[src/rtl/float_scale_ctrl_if.sv]
// -----------------------------------------------------------------------------
// float_scale_ctrl_if
//   Bundles the sample stream, control inputs and offset outputs of
//   float_scale_ctrl. clk and rst are kept as plain ports on the block.
//
//   clkena       clock enable; nothing in the controller moves while it is 0
//   i_valid      i_data qualifier
//   i_data       sample (same stream the float_rounder consumes)
//   ctrl_freeze  hold the offset; measurement keeps running
//   ctrl_load    one-cycle force-load of the offset
//   ctrl_offset  value used by ctrl_load (clamped to IWIDTH-OWIDTH)
//   o_offset     offset towards float_rounder
//   o_update     one-cycle pulse per block decision
// -----------------------------------------------------------------------------
interface float_scale_ctrl_if #(
    parameter int IWIDTH = 7,
    parameter int OWIDTH = 4
);
    localparam int OFFW = $clog2(IWIDTH - OWIDTH + 1);

    logic              clkena;
    logic              i_valid;
    logic [IWIDTH-1:0] i_data;
    logic              ctrl_freeze;
    logic              ctrl_load;
    logic [OFFW-1:0]   ctrl_offset;
    logic [OFFW-1:0]   o_offset;
    logic              o_update;

    modport master (
        output clkena, i_valid, i_data, ctrl_freeze, ctrl_load, ctrl_offset,
        input  o_offset, o_update
    );

    modport slave (
        input  clkena, i_valid, i_data, ctrl_freeze, ctrl_load, ctrl_offset,
        output o_offset, o_update
    );
endinterface

[src/rtl/float_scale_ctrl.sv]
// -----------------------------------------------------------------------------
// float_scale_ctrl
//   Automatic scale controller for the float_rounder offset. ORs the samples
//   of each BLKLEN-sample block into an occupancy mask, turns the mask into a
//   leading-zero count and picks the offset that keeps the rounder window on
//   the most significant occupied bit. Smaller offsets are taken at once;
//   larger ones are approached one step per HOLD consecutive requesting blocks.
//
//   Ports:
//     clk   clock
//     rst   asynchronous, active-low reset
//     bus   float_scale_ctrl_if.slave (clkena, sample stream, control, outputs)
//
//   Pipeline (enabled cycles): last sample T -> mask T+1 -> cand T+2 ->
//   o_offset / o_update T+3.
// -----------------------------------------------------------------------------
module float_scale_ctrl #(
    parameter int    IWIDTH  = 7,
    parameter int    OWIDTH  = 4,
    parameter string SIGNREP = "UNSIGNED",
    parameter int    BLKLEN  = 16,
    parameter int    HOLD    = 4
) (
    input logic                clk,
    input logic                rst,
    float_scale_ctrl_if.slave  bus
);
    localparam int OFFW      = $clog2(IWIDTH - OWIDTH + 1);
    localparam int MAXOFF    = IWIDTH - OWIDTH;
    localparam int CNTW      = $clog2(BLKLEN);
    localparam int HCW       = (HOLD > 1) ? $clog2(HOLD) : 1;
    localparam bit IS_SIGNED = (SIGNREP == "SIGNED");

    logic [IWIDTH-1:0] acc_q,     acc_d;
    logic [CNTW-1:0]   cnt_q,     cnt_d;
    logic              s1_vld_q,  s1_vld_d;
    logic [IWIDTH-1:0] s1_mask_q, s1_mask_d;
    logic              s2_vld_q,  s2_vld_d;
    logic [OFFW-1:0]   s2_cand_q, s2_cand_d;
    logic [OFFW-1:0]   off_q,     off_d;
    logic [HCW-1:0]    hcnt_q,    hcnt_d;
    logic              upd_q,     upd_d;

    logic [IWIDTH-1:0] m;
    logic [OFFW-1:0]   load_val;

    // Leading-zero count clamped to MAXOFF. In signed mode the sign bit of the
    // mask is always cleared, so the full-width count is exactly one larger
    // than the count over [IWIDTH-2:0] (including the all-zero case).
    function automatic logic [OFFW-1:0] cand_of(input logic [IWIDTH-1:0] mask);
        int lz;
        lz = IWIDTH;
        for (int i = 0; i < IWIDTH; i++) begin
            if (mask[i]) lz = IWIDTH - 1 - i;
        end
        if (IS_SIGNED) lz = lz - 1;
        if (lz > MAXOFF) lz = MAXOFF;
        return OFFW'(lz);
    endfunction

    // Occupancy contribution of one sample: magnitude bits only when signed.
    always_comb begin
        m = bus.i_data;
        if (IS_SIGNED) begin
            m = bus.i_data ^ {IWIDTH{bus.i_data[IWIDTH-1]}};
            m[IWIDTH-1] = 1'b0;
        end
    end

    assign load_val = (int'(bus.ctrl_offset) > MAXOFF) ? OFFW'(MAXOFF) : bus.ctrl_offset;

    // NOTE: every _d starts from its _q so no path leaves a variable unassigned;
    // that is what keeps this block free of inferred latches.
    always_comb begin
        acc_d     = acc_q;
        cnt_d     = cnt_q;
        s1_vld_d  = s1_vld_q;
        s1_mask_d = s1_mask_q;
        s2_vld_d  = s2_vld_q;
        s2_cand_d = s2_cand_q;
        off_d     = off_q;
        hcnt_d    = hcnt_q;
        upd_d     = upd_q;

        if (bus.clkena) begin
            // Pipeline advance; stage valids are single-cycle tokens.
            s1_vld_d  = 1'b0;
            s2_vld_d  = s1_vld_q;
            s2_cand_d = cand_of(s1_mask_q);
            upd_d     = s2_vld_q;

            if (s2_vld_q) begin
                if (bus.ctrl_freeze) begin
                    hcnt_d = '0;
                end else if (s2_cand_q < off_q) begin
                    off_d  = s2_cand_q;            // attack: jump straight down
                    hcnt_d = '0;
                end else if (s2_cand_q == off_q) begin
                    hcnt_d = '0;
                end else if (hcnt_q == HCW'(HOLD - 1)) begin
                    off_d  = off_q + 1'b1;         // release: one step per HOLD blocks
                    hcnt_d = '0;
                end else begin
                    hcnt_d = hcnt_q + 1'b1;
                end
            end

            if (bus.i_valid) begin
                if (cnt_q == CNTW'(BLKLEN - 1)) begin
                    // Close the block with this sample; next block starts empty.
                    s1_mask_d = acc_q | m;
                    s1_vld_d  = 1'b1;
                    acc_d     = '0;
                    cnt_d     = '0;
                end else begin
                    acc_d = acc_q | m;
                    cnt_d = cnt_q + 1'b1;
                end
            end

            // Force-load overrides everything above, including a decision
            // landing in the same cycle and a sample accepted in this cycle.
            if (bus.ctrl_load) begin
                acc_d    = '0;
                cnt_d    = '0;
                s1_vld_d = 1'b0;
                s2_vld_d = 1'b0;
                upd_d    = 1'b0;
                off_d    = load_val;
                hcnt_d   = '0;
            end
        end
    end

    // NOTE: state registers use non-blocking assignments only, so every
    // register samples the values from before this edge regardless of order.
    always_ff @(posedge clk or negedge rst) begin
        if (!rst) begin
            // NOTE: the mask/candidate data registers are reset too even though
            // their valids already qualify them; it keeps X out of the pipeline.
            acc_q     <= '0;
            cnt_q     <= '0;
            s1_vld_q  <= 1'b0;
            s1_mask_q <= '0;
            s2_vld_q  <= 1'b0;
            s2_cand_q <= '0;
            off_q     <= '0;
            hcnt_q    <= '0;
            upd_q     <= 1'b0;
        end else begin
            acc_q     <= acc_d;
            cnt_q     <= cnt_d;
            s1_vld_q  <= s1_vld_d;
            s1_mask_q <= s1_mask_d;
            s2_vld_q  <= s2_vld_d;
            s2_cand_q <= s2_cand_d;
            off_q     <= off_d;
            hcnt_q    <= hcnt_d;
            upd_q     <= upd_d;
        end
    end

    assign bus.o_offset = off_q;
    assign bus.o_update = upd_q;

endmodule

[src/flat_wrapper.sv]
// flat-port wrapper written by rule: the top's interface ports become plain ports
module float_scale_ctrl_flat 
#(
    parameter int    IWIDTH  = 7,
    parameter int    OWIDTH  = 4,
    parameter string SIGNREP = "        ",
    parameter int    BLKLEN  = 16,
    parameter int    HOLD    = 4
)
  (clk, rst, bus_clkena, bus_i_valid, bus_i_data, bus_ctrl_freeze, bus_ctrl_load, bus_ctrl_offset, bus_o_offset, bus_o_update);
  float_scale_ctrl_if #(.IWIDTH(IWIDTH), .OWIDTH(OWIDTH)) bus_i ();
  input logic clk;
  input logic rst;
  input wire logic [$bits(bus_i.clkena)-1:0] bus_clkena;
  input wire logic [$bits(bus_i.i_valid)-1:0] bus_i_valid;
  input wire logic [$bits(bus_i.i_data)-1:0] bus_i_data;
  input wire logic [$bits(bus_i.ctrl_freeze)-1:0] bus_ctrl_freeze;
  input wire logic [$bits(bus_i.ctrl_load)-1:0] bus_ctrl_load;
  input wire logic [$bits(bus_i.ctrl_offset)-1:0] bus_ctrl_offset;
  output wire logic [$bits(bus_i.o_offset)-1:0] bus_o_offset;
  output wire logic [$bits(bus_i.o_update)-1:0] bus_o_update;
  assign bus_i.clkena = bus_clkena;
  assign bus_i.i_valid = bus_i_valid;
  assign bus_i.i_data = bus_i_data;
  assign bus_i.ctrl_freeze = bus_ctrl_freeze;
  assign bus_i.ctrl_load = bus_ctrl_load;
  assign bus_i.ctrl_offset = bus_ctrl_offset;
  assign bus_o_offset = bus_i.o_offset;
  assign bus_o_update = bus_i.o_update;
  float_scale_ctrl #(.IWIDTH(IWIDTH), .OWIDTH(OWIDTH), .SIGNREP(SIGNREP), .BLKLEN(BLKLEN), .HOLD(HOLD)) u_core (.clk(clk), .rst(rst), .bus(bus_i));
endmodule
[config.mk]
export PLATFORM = sky130hd
export DESIGN_NAME = float_scale_ctrl_flat
export DESIGN_NICKNAME = d
export VERILOG_FILES = /design/src/rtl/float_scale_ctrl_if.sv /design/src/rtl/float_scale_ctrl.sv /design/src/flat_wrapper.sv
export SDC_FILE = /design/constraint.sdc
export NUM_CORES = 1
export LEC_CHECK = 0
export ABC_CLOCK_PERIOD_IN_PS = 2600
export CAP_MARGIN = 20
export CORE_AREA = 4 4 50 52
export CTS_BUF_LIST = sky130_fd_sc_hd__clkbuf_4
export DETAILED_ROUTE_END_ITERATION = 8
export DIE_AREA = 0 0 54 56
export PLACE_DENSITY = 0.74
export SYNTH_ARGS = -nofsm -noshare
export SYNTH_HDL_FRONTEND = slang
export SYNTH_SLANG_ARGS = --single-unit
[constraint.sdc]
create_clock -name clk -period 2.6 [get_ports clk]
set_input_delay 0.39 -clock clk [delete_from_list [all_inputs] [get_ports clk]]
set_output_delay 0.39 -clock clk [all_outputs]
set_load 0.05 [all_outputs]
==> metrics.csv <==
stage,metric,value,unit
synthesis,synth_compound_area_frac,0.243,
route,vias,821,
route,drt-wirelength-per-cell,12.9,um
synthesis,syn_area,990,um2
flow_run,cap_violations,0,
power,powerDensity,626,nW/um2
clock_network,cts_sinks,19,
critical_path,critPathCaptureType,output port,
floorplan,fp.dieH,56,um
floorplan,coreArea,2110,um2
critical_path,slowest_stage,clkdlybuf4s50_1,
timing,finalCritPeriodShare,0.749,
synthesis,synthMuxAreaShare,0,
placed_design,place.gp.congestion,0.793,
route,drt_iter0_markers,16,
finish,nets,140,
clock_network,cts_setup_buffers,0,
critical_path,critPathKind,reg2out,
worst_hold_path,hold_end,u_core.s2_cand_q[1],
synthesis,synth.avg_cell_area,9.25,um2
clock_network,htree_levels,1,
global_routing,grt.overflow.total,0,
placed_design,placed_cells,144,
route,dr.pass1.iters,4,
synthesis,syn_inst,107,
finish,area_delta_synth_final,16.8,%
floorplan,ios,18,
critical_path,path_cells,clkdlybuf4s50_1,
worst_hold_path,min_path_type,reg2reg,
global_routing,grt_pass1_vias,742,
synthesis,yosys_register_bits,19,
timing,max-slew-margin-rel,0.451,
synthesis,yosysTopAreaCellShare,0.480,
power,p_leak,0.521,nW
synthesis,synthTopCellsByArea,"dfrtp_1, a21oi_1, ha_1",
route,wirelength,1910,um
clock_network,cts_tree,built,
timing,max_freq,0.513,GHz
floorplan,die-area,3020,um2
clock_network,ctsLongestPathBuffers,2,
timing,hold_viol_final,0,
finish,antenna_cells,0,
synthesis,synth_fp_nets,126,
run_status,outcome,"finished, final reports clean",
placed_design,port_buffers,13,
synthesis,synth_xor_area_frac,0,
worst_hold_path,hold_path_startpoint,u_core.s1_mask_q[5],
synthesis,synthFlopType,dfrtp_1,
critical_path,max_stage_delay,0.83,ns
floorplan,rows,17,
critical_path,cp.required,2.21,ns
power,power,724,uW
synthesis,synth_top_family_by_area,compound AO/OA/AOI/OAI gates,
synthesis,synthAdderAreaFrac,0.0506,
clock_network,clock-root-buffer,clkbuf_4,
timing,setup_violations,0,
synthesis,ys_top_cells_by_count,"dfrtp_1, nand2_1, a21oi_1, nor2_1, o21ai_0",
critical_path,r2r-end,u_core.bus.o_offset[1],
critical_path,reg2reg_slack,0.84,ns
clock_network,holdBufCountCts,0,
finish,num-fill-cells,187,
clock_network,clk_latency,0.30,ns
floorplan,die_x,54,um
global_routing,track_usage,0.141,
timing,tns,0,ns
global_routing,grt_antenna_before_repair,0,
timing,skew,0.00152,ns
critical_path,startpoint_type,flip-flop,
synthesis,async_reset_ff_frac,1.00,
synthesis,synth_edf_count,0,
synthesis,synth_area_leader_cell,dfrtp_1,
synthesis,ys_types,29,
route,final_antenna_net_count,0,
timing,rsz0062_at_grt,no,
timing,worst_pin_slew,0.822,ns
critical_path,cp_num_buf_inv,1,
critical_path,cp_max_fo,5,
global_routing,grt_pass1_wl,3220,um
timing,final_max_slew_viol_count,0,
clock_network,ctsResizeCount,0,
critical_path,reg2reg_depth,6,
critical_path,cp_top_family,buffers and inverters,
timing,fin_crit,1.95,ns
clock_network,cts_buffers,3,
route,vias_per_cell,5.55,
synthesis,synth_simple_gate_area_frac,0.169,
power,ir_drop,450,uV
floorplan,start_util,0.470,
worst_hold_path,min_path_cells,1,
route,drc_errors,0,
global_routing,grt_max_degree,20,
placed_design,hpwl,1400,um
finish,drive_above_1_share,0.0583,
clock_network,clk_pin_slew,0.11,ns
synthesis,synth_most_common_cell,dfrtp_1,
critical_path,cp_data_arrival_time,1.56,ns
critical_path,worstReg2RegStart,u_core.bus.o_offset[1],
finish,instances_no_fill,148,
synthesis,synth.yosys.seq_area_share,0.480,
synthesis,yosysWarningCount,0,
## placed cells by master, fill, tap and decap left out
| master | n |
|---|---|
| nor2_1 | 10 |
| and2_1 | 1 |
| a31o_2 | 2 |
| a41oi_1 | 1 |
| nand2_1 | 12 |
| a21oi_1 | 10 |
| a21o_1 | 1 |
| o21ai_0 | 10 |
| ha_1 | 4 |
| a22oi_1 | 1 |
| nor2b_4 | 1 |
| nand3_1 | 4 |
| o211ai_1 | 1 |
| o41ai_1 | 1 |
| clkinv_2 | 1 |
| a32o_1 | 1 |
| dfrtp_1 | 19 |
| inv_1 | 8 |
| nor2b_1 | 3 |
| nand4_1 | 1 |
| nand2b_1 | 1 |
| clkbuf_4 | 3 |
| o2bb2ai_1 | 2 |
| nand3b_1 | 1 |
| o31a_1 | 1 |
| o31ai_1 | 3 |
| o2111ai_1 | 2 |
| clkdlybuf4s50_1 | 13 |
| o22ai_1 | 1 |
| or2_1 | 1 |
## final cells by class
class	count	area, um2	area share
timing repair buffer	13	130	0.113
inverter	8	30.0	0.0260
multi-input combinational	76	458	0.396
sequential	19	475	0.411
clock buffer	3	22.5	0.0195
tap	28	35.0	0.0303
clock inverter	1	5.00	0.00433
## logic make-up (layout without fill, tap and decap cells)
kind of cell    count (synthesis)  in the layout
simple gates                   35             35
fa+ha+maj                       4              4
compound gates                 37             37
flops                          19             19
buf+inv                        12             25
## routing by layer
layer / up-vias / share of wire / GRT usage
li1: 407 / - / -
met4: 0 / 0.014 / 0.0712
met5: - / 0 / 0
met1: 391 / 0.46 / 0.198
met3: 4 / 0.049 / 0.0241
met2: 19 / 0.48 / 0.206
## power by group
part	leakage (nW)	total, mW	internal [mW]	switching, mW
clock	0.0177	0.151	0.0574	0.0939
combinational	0.258	0.224	0.0913	0.133
sequential	0.245	0.348	0.322	0.0260
## state kept, by name, summed over array words and instances, names as in the netlist
| name | cells |
|---|---|
| u_core.acc_q | 3 |
| u_core.s1_vld_q | 1 |
| u_core.bus.o_update | 1 |
| u_core.s1_mask_q | 3 |
| u_core.hcnt_q | 2 |
| u_core.bus.o_offset | 2 |
| u_core.s2_cand_q | 2 |
| u_core.s2_vld_q | 1 |
| u_core.cnt_q | 4 |
## worst max path at each step
stage,startpoint,end,cells after the start
5_1_grt,u_core.bus.o_offset[0],bus_o_offset[0],1
6_report,u_core.bus.o_offset[0],bus_o_offset[0],1
4_1_cts,u_core.bus.o_offset[0],bus_o_offset[0],1
2_1_floorplan,u_core.bus.o_offset[1],u_core.bus.o_offset[1],7
3_3_place_gp,bus_clkena,u_core.bus.o_offset[1],4
3_5_place_dp,bus_clkena,u_core.bus.o_offset[1],4
## stage by stage
stage / worst slack [ns] / area (um2) / utilization / hold slack [ns]
global placement: 0.697 / 1130 / 0.536 / 0.443
floorplan: 0.549 / 990 / - / 0.0944
CTS: 0.643 / 1160 / 0.549 / 0.467
finish: 0.651 / 1160 / 0.549 / 0.471
global route: 0.600 / 1160 / 0.549 / 0.507
detailed placement: 0.663 / 1130 / 0.536 / 0.451
Power figures use the tool's default switching activity.
